`src/rtl/port_b_arbiter_if.sv`:
```
// Port B bus bundle: three requesters (video, touchscreen, debug) plus the
// memory port B connection. The arbiter uses the slave view; the requesters
// and memory side use the master view.
interface port_b_arbiter_if #(
    parameter int ADDR_W = 15,
    parameter int DATA_W = 16
);
    // Video fetch
    logic              vid_req;
    logic [ADDR_W-1:0] vid_addr;
    logic              vid_gnt;
    logic              vid_stall;
    logic              vid_rvalid;
    logic [DATA_W-1:0] vid_rdata;
    // Touchscreen writer
    logic              ts_req;
    logic              ts_we;
    logic [ADDR_W-1:0] ts_addr;
    logic [DATA_W-1:0] ts_wdata;
    logic              ts_gnt;
    logic              ts_rvalid;
    logic [DATA_W-1:0] ts_rdata;
    // Debug / 7-seg reader
    logic              dbg_req;
    logic [ADDR_W-1:0] dbg_addr;
    logic              dbg_gnt;
    logic              dbg_rvalid;
    logic [DATA_W-1:0] dbg_rdata;
    // Memory port B
    logic [ADDR_W-1:0] mem_addr;
    logic              mem_we;
    logic [DATA_W-1:0] mem_wdata;
    logic [DATA_W-1:0] mem_rdata;

    modport slave (
        input  vid_req, vid_addr,
        output vid_gnt, vid_stall, vid_rvalid, vid_rdata,
        input  ts_req, ts_we, ts_addr, ts_wdata,
        output ts_gnt, ts_rvalid, ts_rdata,
        input  dbg_req, dbg_addr,
        output dbg_gnt, dbg_rvalid, dbg_rdata,
        output mem_addr, mem_we, mem_wdata,
        input  mem_rdata
    );

    modport master (
        output vid_req, vid_addr,
        input  vid_gnt, vid_stall, vid_rvalid, vid_rdata,
        output ts_req, ts_we, ts_addr, ts_wdata,
        input  ts_gnt, ts_rvalid, ts_rdata,
        output dbg_req, dbg_addr,
        input  dbg_gnt, dbg_rvalid, dbg_rdata,
        input  mem_addr, mem_we, mem_wdata,
        output mem_rdata
    );
endinterface

```
`src/rtl/port_b_arbiter.sv`:
```
// Memory port B arbiter: video has priority, touchscreen and debug share the
// remaining slots round-robin, and a per-requester wait counter lets a
// low-priority request override video once it has waited STARVE_LIMIT cycles.
// Grants are combinational; read data returns one cycle after the grant.
module port_b_arbiter #(
    parameter int ADDR_W       = 15,
    parameter int DATA_W       = 16,
    parameter int STARVE_LIMIT = 8
) (
    input  logic               clk,
    input  logic               reset,   // synchronous, active-low
    port_b_arbiter_if.slave    bus
);
    localparam int CW = $clog2(STARVE_LIMIT + 1);
    localparam logic [CW-1:0] LIMIT = CW'(STARVE_LIMIT);

    typedef enum logic [1:0] {TAG_NONE, TAG_VID, TAG_TS, TAG_DBG} tag_t;

    tag_t              tag_q, tag_d;
    logic              rr_q, rr_d;
    logic [CW-1:0]     ts_wait_q, ts_wait_d;
    logic [CW-1:0]     dbg_wait_q, dbg_wait_d;
    logic [ADDR_W-1:0] addr_q;
    logic [DATA_W-1:0] vid_rdata_q, ts_rdata_q, dbg_rdata_q;

    logic gnt_vid, gnt_ts, gnt_dbg;
    logic ts_starved, dbg_starved;
    logic vid_rvalid, ts_rvalid, dbg_rvalid;

    assign ts_starved  = bus.ts_req  && (ts_wait_q  == LIMIT);
    assign dbg_starved = bus.dbg_req && (dbg_wait_q == LIMIT);

    // Grant selection: starved low requester, then video, then round-robin; nothing while in reset
    always_comb begin
        gnt_vid = 1'b0;
        gnt_ts  = 1'b0;
        gnt_dbg = 1'b0;
        if (reset) begin
            if (ts_starved && dbg_starved) begin
                if (rr_q) gnt_dbg = 1'b1;
                else      gnt_ts  = 1'b1;
            end else if (ts_starved) begin
                gnt_ts = 1'b1;
            end else if (dbg_starved) begin
                gnt_dbg = 1'b1;
            end else if (bus.vid_req) begin
                gnt_vid = 1'b1;
            end else if (bus.ts_req && bus.dbg_req) begin
                if (rr_q) gnt_dbg = 1'b1;
                else      gnt_ts  = 1'b1;
            end else if (bus.ts_req) begin
                gnt_ts = 1'b1;
            end else if (bus.dbg_req) begin
                gnt_dbg = 1'b1;
            end
        end
    end

    // Memory port drive for the granted requester; address holds when idle
    always_comb begin
        bus.mem_addr  = addr_q;
        bus.mem_we    = 1'b0;
        bus.mem_wdata = '0;
        if (gnt_vid) begin
            bus.mem_addr = bus.vid_addr;
        end else if (gnt_ts) begin
            bus.mem_addr  = bus.ts_addr;
            bus.mem_we    = bus.ts_we;
            bus.mem_wdata = bus.ts_wdata;
        end else if (gnt_dbg) begin
            bus.mem_addr = bus.dbg_addr;
        end
    end

    // Next state: read owner tag, round-robin pointer and saturating wait counters
    always_comb begin
        tag_d = TAG_NONE;
        if (gnt_vid)                 tag_d = TAG_VID;
        else if (gnt_ts && !bus.ts_we) tag_d = TAG_TS;
        else if (gnt_dbg)            tag_d = TAG_DBG;

        rr_d = (gnt_ts || gnt_dbg) ? ~rr_q : rr_q;

        ts_wait_d = ts_wait_q;
        if (!bus.ts_req || gnt_ts)  ts_wait_d = '0;
        else if (ts_wait_q != LIMIT) ts_wait_d = ts_wait_q + 1'b1;

        dbg_wait_d = dbg_wait_q;
        if (!bus.dbg_req || gnt_dbg)  dbg_wait_d = '0;
        else if (dbg_wait_q != LIMIT) dbg_wait_d = dbg_wait_q + 1'b1;
    end

    // Read-return valids follow the owner tag; suppressed while reset is asserted
    assign vid_rvalid = reset && (tag_q == TAG_VID);
    assign ts_rvalid  = reset && (tag_q == TAG_TS);
    assign dbg_rvalid = reset && (tag_q == TAG_DBG);

    // State registers plus per-requester read-data hold registers
    always_ff @(posedge clk) begin
        if (!reset) begin
            tag_q       <= TAG_NONE;
            rr_q        <= 1'b0;
            ts_wait_q   <= '0;
            dbg_wait_q  <= '0;
            addr_q      <= '0;
            vid_rdata_q <= '0;
            ts_rdata_q  <= '0;
            dbg_rdata_q <= '0;
        end else begin
            tag_q      <= tag_d;
            rr_q       <= rr_d;
            ts_wait_q  <= ts_wait_d;
            dbg_wait_q <= dbg_wait_d;
            addr_q     <= bus.mem_addr;
            if (vid_rvalid) vid_rdata_q <= bus.mem_rdata;
            if (ts_rvalid)  ts_rdata_q  <= bus.mem_rdata;
            if (dbg_rvalid) dbg_rdata_q <= bus.mem_rdata;
        end
    end

    assign bus.vid_gnt    = gnt_vid;
    assign bus.vid_stall  = bus.vid_req && !gnt_vid && reset;
    assign bus.vid_rvalid = vid_rvalid;
    assign bus.vid_rdata  = vid_rvalid ? bus.mem_rdata : vid_rdata_q;
    assign bus.ts_gnt     = gnt_ts;
    assign bus.ts_rvalid  = ts_rvalid;
    assign bus.ts_rdata   = ts_rvalid ? bus.mem_rdata : ts_rdata_q;
    assign bus.dbg_gnt    = gnt_dbg;
    assign bus.dbg_rvalid = dbg_rvalid;
    assign bus.dbg_rdata  = dbg_rvalid ? bus.mem_rdata : dbg_rdata_q;
endmodule

```
`src/flat_wrapper.sv`:
```
// flat-port wrapper written by rule: the top's interface ports become plain ports
module port_b_arbiter_flat 
#(
    parameter int ADDR_W       = 15,
    parameter int DATA_W       = 16,
    parameter int STARVE_LIMIT = 8
)
  (clk, reset, bus_vid_req, bus_vid_addr, bus_vid_gnt, bus_vid_stall, bus_vid_rvalid, bus_vid_rdata, bus_ts_req, bus_ts_we, bus_ts_addr, bus_ts_wdata, bus_ts_gnt, bus_ts_rvalid, bus_ts_rdata, bus_dbg_req, bus_dbg_addr, bus_dbg_gnt, bus_dbg_rvalid, bus_dbg_rdata, bus_mem_addr, bus_mem_we, bus_mem_wdata, bus_mem_rdata);
  port_b_arbiter_if #(.ADDR_W(ADDR_W), .DATA_W(DATA_W)) bus_i ();
  input  logic clk;
  input  logic reset;
  input wire logic [$bits(bus_i.vid_req)-1:0] bus_vid_req;
  input wire logic [$bits(bus_i.vid_addr)-1:0] bus_vid_addr;
  output wire logic [$bits(bus_i.vid_gnt)-1:0] bus_vid_gnt;
  output wire logic [$bits(bus_i.vid_stall)-1:0] bus_vid_stall;
  output wire logic [$bits(bus_i.vid_rvalid)-1:0] bus_vid_rvalid;
  output wire logic [$bits(bus_i.vid_rdata)-1:0] bus_vid_rdata;
  input wire logic [$bits(bus_i.ts_req)-1:0] bus_ts_req;
  input wire logic [$bits(bus_i.ts_we)-1:0] bus_ts_we;
  input wire logic [$bits(bus_i.ts_addr)-1:0] bus_ts_addr;
  input wire logic [$bits(bus_i.ts_wdata)-1:0] bus_ts_wdata;
  output wire logic [$bits(bus_i.ts_gnt)-1:0] bus_ts_gnt;
  output wire logic [$bits(bus_i.ts_rvalid)-1:0] bus_ts_rvalid;
  output wire logic [$bits(bus_i.ts_rdata)-1:0] bus_ts_rdata;
  input wire logic [$bits(bus_i.dbg_req)-1:0] bus_dbg_req;
  input wire logic [$bits(bus_i.dbg_addr)-1:0] bus_dbg_addr;
  output wire logic [$bits(bus_i.dbg_gnt)-1:0] bus_dbg_gnt;
  output wire logic [$bits(bus_i.dbg_rvalid)-1:0] bus_dbg_rvalid;
  output wire logic [$bits(bus_i.dbg_rdata)-1:0] bus_dbg_rdata;
  output wire logic [$bits(bus_i.mem_addr)-1:0] bus_mem_addr;
  output wire logic [$bits(bus_i.mem_we)-1:0] bus_mem_we;
  output wire logic [$bits(bus_i.mem_wdata)-1:0] bus_mem_wdata;
  input wire logic [$bits(bus_i.mem_rdata)-1:0] bus_mem_rdata;
  assign bus_i.vid_req = bus_vid_req;
  assign bus_i.vid_addr = bus_vid_addr;
  assign bus_vid_gnt = bus_i.vid_gnt;
  assign bus_vid_stall = bus_i.vid_stall;
  assign bus_vid_rvalid = bus_i.vid_rvalid;
  assign bus_vid_rdata = bus_i.vid_rdata;
  assign bus_i.ts_req = bus_ts_req;
  assign bus_i.ts_we = bus_ts_we;
  assign bus_i.ts_addr = bus_ts_addr;
  assign bus_i.ts_wdata = bus_ts_wdata;
  assign bus_ts_gnt = bus_i.ts_gnt;
  assign bus_ts_rvalid = bus_i.ts_rvalid;
  assign bus_ts_rdata = bus_i.ts_rdata;
  assign bus_i.dbg_req = bus_dbg_req;
  assign bus_i.dbg_addr = bus_dbg_addr;
  assign bus_dbg_gnt = bus_i.dbg_gnt;
  assign bus_dbg_rvalid = bus_i.dbg_rvalid;
  assign bus_dbg_rdata = bus_i.dbg_rdata;
  assign bus_mem_addr = bus_i.mem_addr;
  assign bus_mem_we = bus_i.mem_we;
  assign bus_mem_wdata = bus_i.mem_wdata;
  assign bus_i.mem_rdata = bus_mem_rdata;
  port_b_arbiter #(.ADDR_W(ADDR_W), .DATA_W(DATA_W), .STARVE_LIMIT(STARVE_LIMIT)) u_core (.clk(clk), .reset(reset), .bus(bus_i));
endmodule
```
`config.mk`:
```
export PLATFORM = sky130hd
export DESIGN_NAME = port_b_arbiter_flat
export DESIGN_NICKNAME = d
export VERILOG_FILES = /design/src/rtl/port_b_arbiter_if.sv /design/src/rtl/port_b_arbiter.sv /design/src/flat_wrapper.sv
export SDC_FILE = /design/constraint.sdc
export NUM_CORES = 1
export LEC_CHECK = 0
export BUFFER_PORTS_ARGS = -buffer_cell sky130_fd_sc_hd__buf_2
export CAP_MARGIN = 0
export CORE_MARGIN = 2
export CORE_UTILIZATION = 25
export CTS_CLUSTER_SIZE = 24
export DETAILED_ROUTE_END_ITERATION = 10
export GPL_ROUTABILITY_DRIVEN = 0
export PLACE_DENSITY = 0.53
export SLEW_MARGIN = 20
export SYNTH_ARGS = -nofsm -noshare
export SYNTH_HDL_FRONTEND = slang
export SYNTH_SLANG_ARGS = --single-unit
```
`constraint.sdc`:
```
create_clock -name clk -period 6.5 [get_ports clk]
set_input_delay 0.325 -clock clk [delete_from_list [all_inputs] [get_ports clk]]
set_output_delay 0.325 -clock clk [all_outputs]
set_load 0.01 [all_outputs]
```
==> flow_metrics.py <==
metrics = {
    "outcome": {
        "status": "finished clean",
    },
    "yosys": {
        "ys_warn_count": 0,
        "ys_types": 33,
        "synth_nets": 482,
        "synth_cells": 395,
        "syn_area_mm2": 0.00339,
        "synth_area_per_cell_um2": 8.59,
        "synthArstFlopShare_pct": 0,
        "yosys_register_bits": 74,
        "synth_flop_cell": "dfxtp_1",
        "synth_edf_count": 0,
        "ys_seq_area_share_pct": 43.7,
    },
    "placed_design": {
        "detailed_place_hpwl_um": 7630,
        "post-place-ws_ns": 2.92,
        "io_buffers": 169,
    },
    "die": {
        "dieHeight_um": 121,
        "core_mm2": 0.0132,
        "rows": 42,
        "die_x_um": 121,
        "die_area_mm2": 0.0145,
        "io_pins": 170,
        "start_util_pct": 25.6,
    },
    "sta": {
        "maxSlewViolCount": 0,
        "max_freq_mhz": 276,
        "rsz0062_at_grt": "false",
        "setup_viol": 0,
        "hold_viol": 0,
        "finalClockSkew_ns": 0.00305,
        "period_minus_slack_ns": 3.62,
        "worst_slew_pin_slew_ns": 0.992,
        "worst_slack_ns": 2.88,
        "setup-tns-final_ns": 0,
        "final.period_utilization_pct": 55.7,
        "slew_headroom_pct": 33.7,
    },
    "global_route": {
        "antenna_found_initial": 0,
        "grt_usage_pct": 14.4,
        "overflow": 0,
        "grt_pass1_vias": 3228,
        "grt_max_degree": 60,
        "grt_pass1_wl_um": 16100,
    },
    "power_and_ir_drop": {
        "switching_share_pct": 25.4,
        "switchingPower_w": 0.000279,
        "p_comb_share_pct": 14.9,
        "power_frac_clock_pct": 41.2,
        "powerDensity_mw_per_mm2": 238,
        "pwr-share-seq_pct": 43.9,
        "leakagePower_nw": 2.33,
        "intPower_w": 0.000817,
        "peakVddDrop_mv": 0.108,
    },
    "detailed_routing": {
        "drt_iter0_drc": 143,
        "drc": 0,
        "post_drt_wl_per_cell_um": 14.1,
        "avgViaCountPerCell": 4.48,
        "vias": 3273,
        "ant_nets": 0,
        "drt_wl_total_um": 10300,
        "firstDrtPassIters": 4,
    },
    "min_path": {
        "hold_path_class": "in -> reg",
    },
    "clock_tree": {
        "post_cts_buffers": 0,
        "cts_root_buf": "clkbuf_16",
        "cts_tree": "done",
        "clk_pin_slew_ns": 0.06,
        "cts_inserted_buffers": 9,
        "cts_sinks": 74,
        "cts.path.max_buffers": 2,
        "h-tree-depth": 3,
        "cts_resized": 0,
        "hold_buffers": 0,
        "clk_latency_ns": 0.33,
    },
    "setup_path": {
        "critical_path_class": "reg -> out",
        "end_kind": "primary output",
        "crit_fanout": 30,
        "arrival_ns": 3.30,
        "cp_data_required_time_ns": 6.17,
        "crit_path_start_kind": "register",
    },
    "final_layout": {
        "drive_gt1_share_pct": 36.4,
        "fin_nets": 640,
        "diodes": 0,
        "areaGrowthSynthToFinish_pct": 35.7,
    },
    "run": {
        "cap_violations": 0,
    },
}
==> power groups by stage <==
stage	clock [W]	sequential (W)	combinational [W]
after detailed placement	0	0.000490	0.000166
after floorplan	0	0.000488	0.0000934
after global routing	0.000488	0.000482	0.000182
after CTS	0.000468	0.000481	0.000166
final	0.000451	0.000481	0.000164
after global placement	0	0.000490	0.000164
==> metal layers <==
layer | routed length, um | share of wire (%) | vias to the layer above | GRT usage, %
li1 | - | - | 1635 | -
met1 | 4350 | 42 | 1473 | 16.5
met2 | 5040 | 49 | 155 | 25.7
met3 | 804 | 7.8 | 10 | 3.82
met4 | 131 | 1.3 | 0 | 5.01
met5 | 0 | 0 | - | 0
==> registers in the layout (all words and copies together) (netlist names) <==
register / cells
u_core.addr_q: 15
u_core.dbg_wait_q: 4
u_core.vid_rdata_q: 16
u_core.dbg_rdata_q: 16
u_core.ts_wait_q: 4
u_core.tag_q: 2
u_core.rr_q: 1
u_core.ts_rdata_q: 16
==> worst max-delay path, stage by stage (launching register included) <==
cell and delay [ns]:
dfxtp_1 0.33, inv_1 0.09, ha_1 0.15, and3b_1 0.36, maj3_2 0.27, a221o_1 0.68, inv_6 0.17, nor2_4 0.57
a21oi_1 0.15, buf_2 0.17
==> kinds of logic (layout without fill, tap and decap cells) <==
group                      count (synthesis)  in the layout  synth area share, %
buffers and inverters                     33            193                 5.24
adders and majority gates                  5              5                 1.81
DFF                                       74             74                 43.7
muxes                                     33             33                 10.3
AOI/OAI and AO/OA                         51             51                 9.70
xor gates and xnor gates                   6              6                 1.55
and+or+nand+nor                          193            193                 27.7
==> area by class of cell <==
| class | count | area (um^2) |
|---|---|---|
| multi-input combinational | 288 | 1750 |
| tap | 176 | 220 |
| fill | 1426 | 8640 |
| inverter | 10 | 42.5 |
| clock buffer | 13 | 260 |
| timing repair buffer | 170 | 853 |
| sequential | 74 | 1480 |
==> stage by stage <==
step	hold slack [ns]	cells	util, %	total power [W]	instance area, um^2
CTS	0.198	731	34.7	0.00111	4600
global placement	0.497	718	32.8	0.000653	4340
floorplan	0.429	395	-	0.000581	3390
global route	0.212	731	34.8	0.00115	4600
detailed placement	0.515	718	32.8	0.000656	4340
finish	0.211	731	34.8	0.00110	4600
==> layout by cell type (no fill, tap or decap), types with 6 or more instances in the layout <==
| cell type | synthesis | layout |
|---|---|---|
| a211oi_1 | 14 | 14 |
| clkbuf_16 | 0 | 9 |
| dfxtp_1 | 74 | 74 |
| and2_1 | 65 | 65 |
| inv_1 | 7 | 7 |
| mux2_2 | 16 | 16 |
| o22ai_1 | 16 | 16 |
| a21oi_1 | 17 | 17 |
| buf_2 | 3 | 169 |
| mux2i_1 | 17 | 17 |
| nor2_1 | 7 | 7 |
| nand3_1 | 6 | 6 |
| nand2_1 | 100 | 100 |
==> final timing paths <==
| kind | startpoint | to | slack (ns) | cells past startpoint |
|---|---|---|---|---|
| worst max-delay path | u_core.dbg_wait_q[0] | bus_mem_addr[9] | 2.88 | 9 |
| worst min register to register | u_core.dbg_wait_q[3] | u_core.dbg_wait_q[3] | 0.53 | 2 |
| worst max register to register | u_core.dbg_wait_q[0] | u_core.addr_q[10] | 3.55 | 8 |
| worst min-delay path | bus_ts_we | u_core.tag_q[1] | 0.21 | 2 |
==> cells in the mapped netlist, types with 4 or more instances <==
cell      number  area, um^2
a211oi_1      14         105
a21oi_1       17        85.1
and2_1        65         407
buf_6          6        67.6
clkbuf_1      14        52.6
dfxtp_1       74        1480
ha_1           4        50.1
inv_1          7        26.3
mux2_2        16         180
mux2i_1       17         170
nand2_1      100         375
nand3_1        6        30.0
nor2_1         7        26.3
nor3_1         5        25.0
o22ai_1       16         100
No activity file was read; power rests on OpenSTA's default activity.
